### config.mk
export PLATFORM = sky130hd
export DESIGN_NAME = activity_monitor
export DESIGN_NICKNAME = d
export VERILOG_FILES = /design/src/rtl/activity_monitor_pkg.sv /design/src/rtl/activity_monitor_channel_edge_filter.sv /design/src/rtl/activity_monitor.sv
export SDC_FILE = /design/constraint.sdc
export NUM_CORES = 1
export LEC_CHECK = 0
export BUFFER_PORTS_ARGS = -buffer_cell sky130_fd_sc_hd__buf_4
export CORE_MARGIN = 2
export CORE_UTILIZATION = 25
export CTS_CLUSTER_SIZE = 28
export DETAILED_ROUTE_END_ITERATION = 16
export GPL_ROUTABILITY_DRIVEN = 0
export PLACE_DENSITY = 0.47
export SETUP_SLACK_MARGIN = 0.15
export SYNTH_ARGS = -nofsm -noshare
export SYNTH_HDL_FRONTEND = slang
export SYNTH_SLANG_ARGS = --single-unit
### constraint.sdc
create_clock -name clk -period 6.4 [get_ports clk]
set_input_delay 0.64 -clock clk [delete_from_list [all_inputs] [get_ports clk]]
set_output_delay 0.64 -clock clk [all_outputs]
set_load 0.005 [all_outputs]
### src/rtl/activity_monitor_pkg.sv
// Shared helpers for activity_monitor: ceiling-log2 and a width helper
// that never returns less than one bit.
package activity_monitor_pkg;

    function automatic int clog2(input int value);
        int result;
        result = 32'sd0;
        for (int i = 0; i < 31; i++) begin
            if ((32'sd1 <<< i) < value) begin
                result = i + 32'sd1;
            end else begin
                result = result;
            end
        end
        return result;
    endfunction

    function automatic int min1_clog2(input int value);
        return (clog2(value) < 32'sd1) ? 32'sd1 : clog2(value);
    endfunction

endpackage

### src/rtl/activity_monitor_channel_edge_filter.sv
// One input channel: two-flop synchroniser, debounce filter and a masked,
// registered rising-edge pulse.
module channel_edge_filter
    import activity_monitor_pkg::*;
#(
    parameter int DEBOUNCE_CYCLES = 4
)(
    input  logic clk,
    input  logic rst,
    input  logic s,
    input  logic en,
    output logic event_o
);

    localparam int CNT_W = min1_clog2(DEBOUNCE_CYCLES);
    localparam logic [CNT_W-1:0] CNT_MAX = CNT_W'(DEBOUNCE_CYCLES - 1);

    logic             sync1_q;
    logic             sync2_q;
    logic             filt_q;
    logic             filt_d;
    logic             prev_q;
    logic             event_q;
    logic             event_d;
    logic [CNT_W-1:0] cnt_q;
    logic [CNT_W-1:0] cnt_d;

    // Debounce next state; any return to the filtered level restarts the count.
    always_comb begin
        cnt_d  = cnt_q;
        filt_d = filt_q;
        if (sync2_q == filt_q) begin
            cnt_d = '0;
        end else if (cnt_q == CNT_MAX) begin
            filt_d = sync2_q;
            cnt_d  = '0;
        end else begin
            cnt_d = cnt_q + 1'b1;
        end
        event_d = filt_q & ~prev_q & en;
    end

    // Synchroniser, filter and edge registers.
    always_ff @(posedge clk) begin
        if (rst) begin
            sync1_q <= 1'b0;
            sync2_q <= 1'b0;
            filt_q  <= 1'b0;
            prev_q  <= 1'b0;
            cnt_q   <= '0;
            event_q <= 1'b0;
        end else begin
            sync1_q <= s;
            sync2_q <= sync1_q;
            filt_q  <= filt_d;
            prev_q  <= filt_q;
            cnt_q   <= cnt_d;
            event_q <= event_d;
        end
    end

    assign event_o = event_q;

endmodule

### src/rtl/activity_monitor.sv
// Top level: per-channel edge filters, boot pulse, combined activity pulse,
// lowest-index encoder for last_ch and the saturating idle timer.
module activity_monitor
    import activity_monitor_pkg::*;
#(
    parameter  int NUM_CH          = 6,
    parameter  int DEBOUNCE_CYCLES = 4,
    parameter  int IDLE_TIMEOUT    = 1000,
    localparam int CH_W            = min1_clog2(NUM_CH)
)(
    input  logic              clk,
    input  logic              rst,
    input  logic [NUM_CH-1:0] s,
    input  logic [NUM_CH-1:0] ch_mask,
    output logic [NUM_CH-1:0] ch_event,
    output logic              R,
    output logic [CH_W-1:0]   last_ch,
    output logic              idle
);

    logic [NUM_CH-1:0] ch_event_s;
    logic              r_s;
    logic              boot_done_q;
    logic              boot_pulse_q;
    logic [CH_W-1:0]   last_ch_q;
    logic [CH_W-1:0]   last_ch_d;

    for (genvar i = 0; i < NUM_CH; i++) begin : g_ch
        channel_edge_filter #(
            .DEBOUNCE_CYCLES(DEBOUNCE_CYCLES)
        ) u_filter (
            .clk    (clk),
            .rst    (rst),
            .s      (s[i]),
            .en     (ch_mask[i]),
            .event_o(ch_event_s[i])
        );
    end

    // One boot pulse after every reset release.
    always_ff @(posedge clk) begin
        if (rst) begin
            boot_done_q  <= 1'b0;
            boot_pulse_q <= 1'b0;
        end else begin
            boot_pulse_q <= ~boot_done_q;
            boot_done_q  <= 1'b1;
        end
    end

    assign r_s = (|ch_event_s) | boot_pulse_q;

    // Descending scan so the lowest active index is the last one written.
    always_comb begin
        last_ch_d = last_ch_q;
        for (int i = NUM_CH - 1; i >= 0; i--) begin
            last_ch_d = ch_event_s[i] ? CH_W'(i) : last_ch_d;
        end
    end

    // last_ch register.
    always_ff @(posedge clk) begin
        if (rst) begin
            last_ch_q <= '0;
        end else begin
            last_ch_q <= last_ch_d;
        end
    end

    if (IDLE_TIMEOUT > 0) begin : g_idle
        localparam int IDLE_W = min1_clog2(IDLE_TIMEOUT + 1);
        localparam logic [IDLE_W-1:0] IDLE_MAX = IDLE_W'(IDLE_TIMEOUT);

        logic [IDLE_W-1:0] idle_cnt_q;
        logic [IDLE_W-1:0] idle_cnt_d;
        logic              idle_q;

        // Saturating idle counter, cleared by any activity.
        always_comb begin
            if (r_s) begin
                idle_cnt_d = '0;
            end else if (idle_cnt_q == IDLE_MAX) begin
                idle_cnt_d = idle_cnt_q;
            end else begin
                idle_cnt_d = idle_cnt_q + 1'b1;
            end
        end

        // Idle counter and flag registers.
        always_ff @(posedge clk) begin
            if (rst) begin
                idle_cnt_q <= '0;
                idle_q     <= 1'b0;
            end else begin
                idle_cnt_q <= idle_cnt_d;
                idle_q     <= (idle_cnt_d == IDLE_MAX);
            end
        end

        assign idle = idle_q;
    end else begin : g_no_idle
        assign idle = 1'b0;
    end

    assign ch_event = ch_event_s;
    assign R        = r_s;
    assign last_ch  = last_ch_q;

endmodule

==> summary.md <==
| Metric | Value |
|---|---|
| Outcome | finished, final reports clean |
| Avg Vias per Cell | around 4.1 |
| Worst EP arrival | between 1.5 and 2 ns |
| CP startpoint kind | flop |
| Main combinational cell family by area after synthesis | simple AND/OR/NAND/NOR gates |
| Post-Synth Simple-Gate Area | 0.238 |
| Placeable core region | roughly 0.0086 mm^2 |
| Detail Route Antenna Nets | 0 |
| WL/cell | 10.5 um |
| Die W | slightly below 100 um |
| WL final | 3670 um |
| Part of the power in combinational logic | 0.036 |
| Total Neg Setup Slack | 0 ns |
| First-pass GRT wire length | 6390 um |
| Gr busiest metal | met2 |
| Met1 Use GR | 0.109 |
| Compound-Gate Fraction of Synth Area | 0.0415 |
| Fill cells | between 800 and 900 |
| Seq/Total Area, Yosys | 0.535 |
| Multi-input gate area | a little over 900 um^2 |
| Portion of netlist area occupied by mux cells | 0.0323 |
| Slew of the pin with the lowest slew margin | slightly below 0.8 ns |
| Adder-cell area share of the yosys netlist | 0.0461 |
| Fin crit period | roughly 2.4 ns |
| Initial antenna violation count | 0 |
| Clock transition at path regs | about 0.07 ns |
| Synth cell types | 35 |
| Crit path kind | flop to output pin |
| Pin count of the biggest net entering global routing | 36 |
| Pwr Density | between 200 and 300 mW/mm^2 |
| Vert. Die Dim | approximately 97 um |
| Most common flop cell mapped by yosys | dfxtp_1 |
| GRT overflow | 0 |
| DRC violations left | 0 |
| Placement-stage cell area | 0.00242 mm^2 |
| Register bit total from synthesis | 58 |
| Initial Util | 0.254 |
| CP required | 5.76 ns |
| Met3 Resource Use GR | 0.0360 |
| Worst skew pair latency | ~0.32 ns |
| Peak VDD IR | between 0.09 and 0.1 mV |
| Initial DRC count | 34 |
| DR pass1 iterations | 4 |
| Tot Pwr | slightly below 700 uW |
| Placed wire-length estimate | around 2600 um |
| Dpl cells | 334 |
| Final Hold Slack | 0.375 ns |
| Reg area | about 0.0012 mm^2 |
| Share of power burned in registers | 0.541 |
| Die area | 0.00945 mm^2 |
| Net Count, Synth | between 200 and 250 |
| Worst-path fanout max | 4 |
| Slew margin rel. | 0.469 |
| Clk_skew | roughly 0.0072 ns |
| Ys Warns | 0 |
| Root buffer cell | clkbuf_8 |
| Hold buffers post-CTS | 0 |
| Asr flop ratio synth | 0 |
| Clock power frac | 0.423 |
| I/O Buffers | 24 |
| Number of diodes | 0 |
| Period utilisation layout | 0.381 |
| Worst hold path class | flop to flop |
| P_int | 538 uW |
| RSZ-0062 raised after global routing | no |
| Post-layout instance area | around 0.0026 mm^2 |
| Leak | roughly 1.0 nW |
| Io pins | 25 |
| Final setup violation count | 0 |
| All-Layer GR Usage | 0.0860 |
| Post-Syn Area per Cell | 10.2 um^2 |
| H-tree depth | 3 |
| Clk sinks | 58 |
| CTS tree | built |
| Share of layout cells above drive strength 1 | 0.178 |
| Net Sw Power | 148 uW |
| Critical Path End Type | output pin |
| Cell area after synthesis | 0.00217 mm^2 |
| Post-synthesis cell count | around 210 |
| CTS Buffer Depth | 2 |
| Final non-filler cell total | between 300 and 400 |
| PostCTS Resize Cnt | 0 |
| Vias | 1433 |
| Area grow syn2layout | 19.4% |
| GRT met2 Usage | 0.127 |
| TritonCTS Buffers | 9 |
| Final-report hold violation count | 0 |
| Max Transition Viols Final | 0 |
| Post-CTS setup buffers | 0 |
| Maxcap violations | 0 |
| Max Fclk | roughly 0.41 GHz |
| Nets | roughly 260 |
| Number of synthesized flops with an enable pin | 0 |
| XOR/XNOR share of the synthesized area | 0.0605 |
| Switching share of total power | 0.216 |
| Placement Rows | 34 |
| Vias in the first global route | 1367 |
flip-flops by register name, indices dropped and copies added, names as in the netlist:
register,count
boot_done_q,1
boot_pulse_q,1
g_ch.u_filter.cnt_q,12
g_ch.u_filter.event_o,6
g_ch.u_filter.filt_q,6
g_ch.u_filter.prev_q,6
g_ch.u_filter.sync1_q,6
g_ch.u_filter.sync2_q,6
g_idle.idle_cnt_q,10
idle,1
last_ch,3
cells by family after synthesis:
group                      Yosys count
AOI/OAI and AO/OA                   12
xor gates and xnor gates            15
adders and majority gates            8
and+or+nand+nor                     92
buffers and inverters               21
muxes                                7
DFF                                 58
Yosys cell counts (2+ instances only):
library cell  number  share of area
nand4_1            4          0.012
or4_4              2          0.010
and3b_1            7          0.028
nand2_1            5         0.0086
nor3_1             8          0.018
dfxtp_1           58           0.53
xnor2_1            9          0.036
a21oi_1            3         0.0069
mux2i_1            7          0.032
ha_1               8          0.046
or3_1              9          0.026
nor2_1            30          0.052
buf_4              6          0.021
xor2_1             6          0.024
inv_1             10          0.017
clkbuf_1           5         0.0086
nor2b_1           18          0.052
placed cells by master (no fill, tap or decap), drive strengths merged, types with 2 or more instances in the layout:
master,Yosys,routed
a21oi,3,3
and3b,7,7
buf,6,24
clkbuf,5,12
clkinv,0,3
dfxtp,58,58
ha,8,8
inv,10,10
mux2i,7,7
nand2,5,5
nand4,4,4
nor2,30,30
nor2b,18,18
nor3,8,8
or3,9,9
or4,2,2
xnor2,9,9
xor2,6,6
worst max-delay path, cell delays in order, from the launching register on:
cell and delay, ns:
dfxtp_1 0.34, or4_4 0.54, or4_4 0.44, buf_4 0.15
metrics by stage:
step | worst slack, ns | utilization
after floorplan | 4.25 | -
after global placement | 4.14 | 0.283
after detailed placement | 4.10 | 0.283
after CTS | 3.94 | 0.303
after global routing | 3.90 | 0.303
final | 3.96 | 0.303
layer usage:
layer / up-vias / share of wire
met5: - / 0
met4: 0 / 0.0065
met3: 2 / 0.062
met2: 36 / 0.44
met1: 641 / 0.49
li1: 754 / -
final timing paths:
| kind | slack, ns | end | cells after the start | from |
|---|---|---|---|---|
| max | 3.96 | R | 3 | g_ch[1].u_filter.event_o |
| min | 0.37 | boot_pulse_q | 1 | boot_done_q |
| max reg2reg | 4.10 | idle | 5 | g_ch[1].u_filter.event_o |
| min reg2reg | 0.37 | boot_pulse_q | 1 | boot_done_q |
cell type report:
type                            count  area share
Multi-Input combinational cell    134       0.351
Tap cell                          108      0.0521
Sequential cell                    58       0.448
Clock buffer                       12      0.0598
Inverter                           10      0.0145
Clock inverter                      3     0.00579
Timing Repair Buffer               24      0.0695
power groups by stage:
stage          clock network (mW)  registers [mW]  logic, mW
2_1_floorplan                   0           0.378     0.0152
3_3_place_gp                    0           0.379     0.0248
3_5_place_dp                    0           0.379     0.0251
4_1_cts                     0.305           0.371     0.0253
5_1_grt                     0.322           0.372     0.0281
6_report                    0.290           0.371     0.0247
No activity file was read; power rests on OpenSTA's default activity.
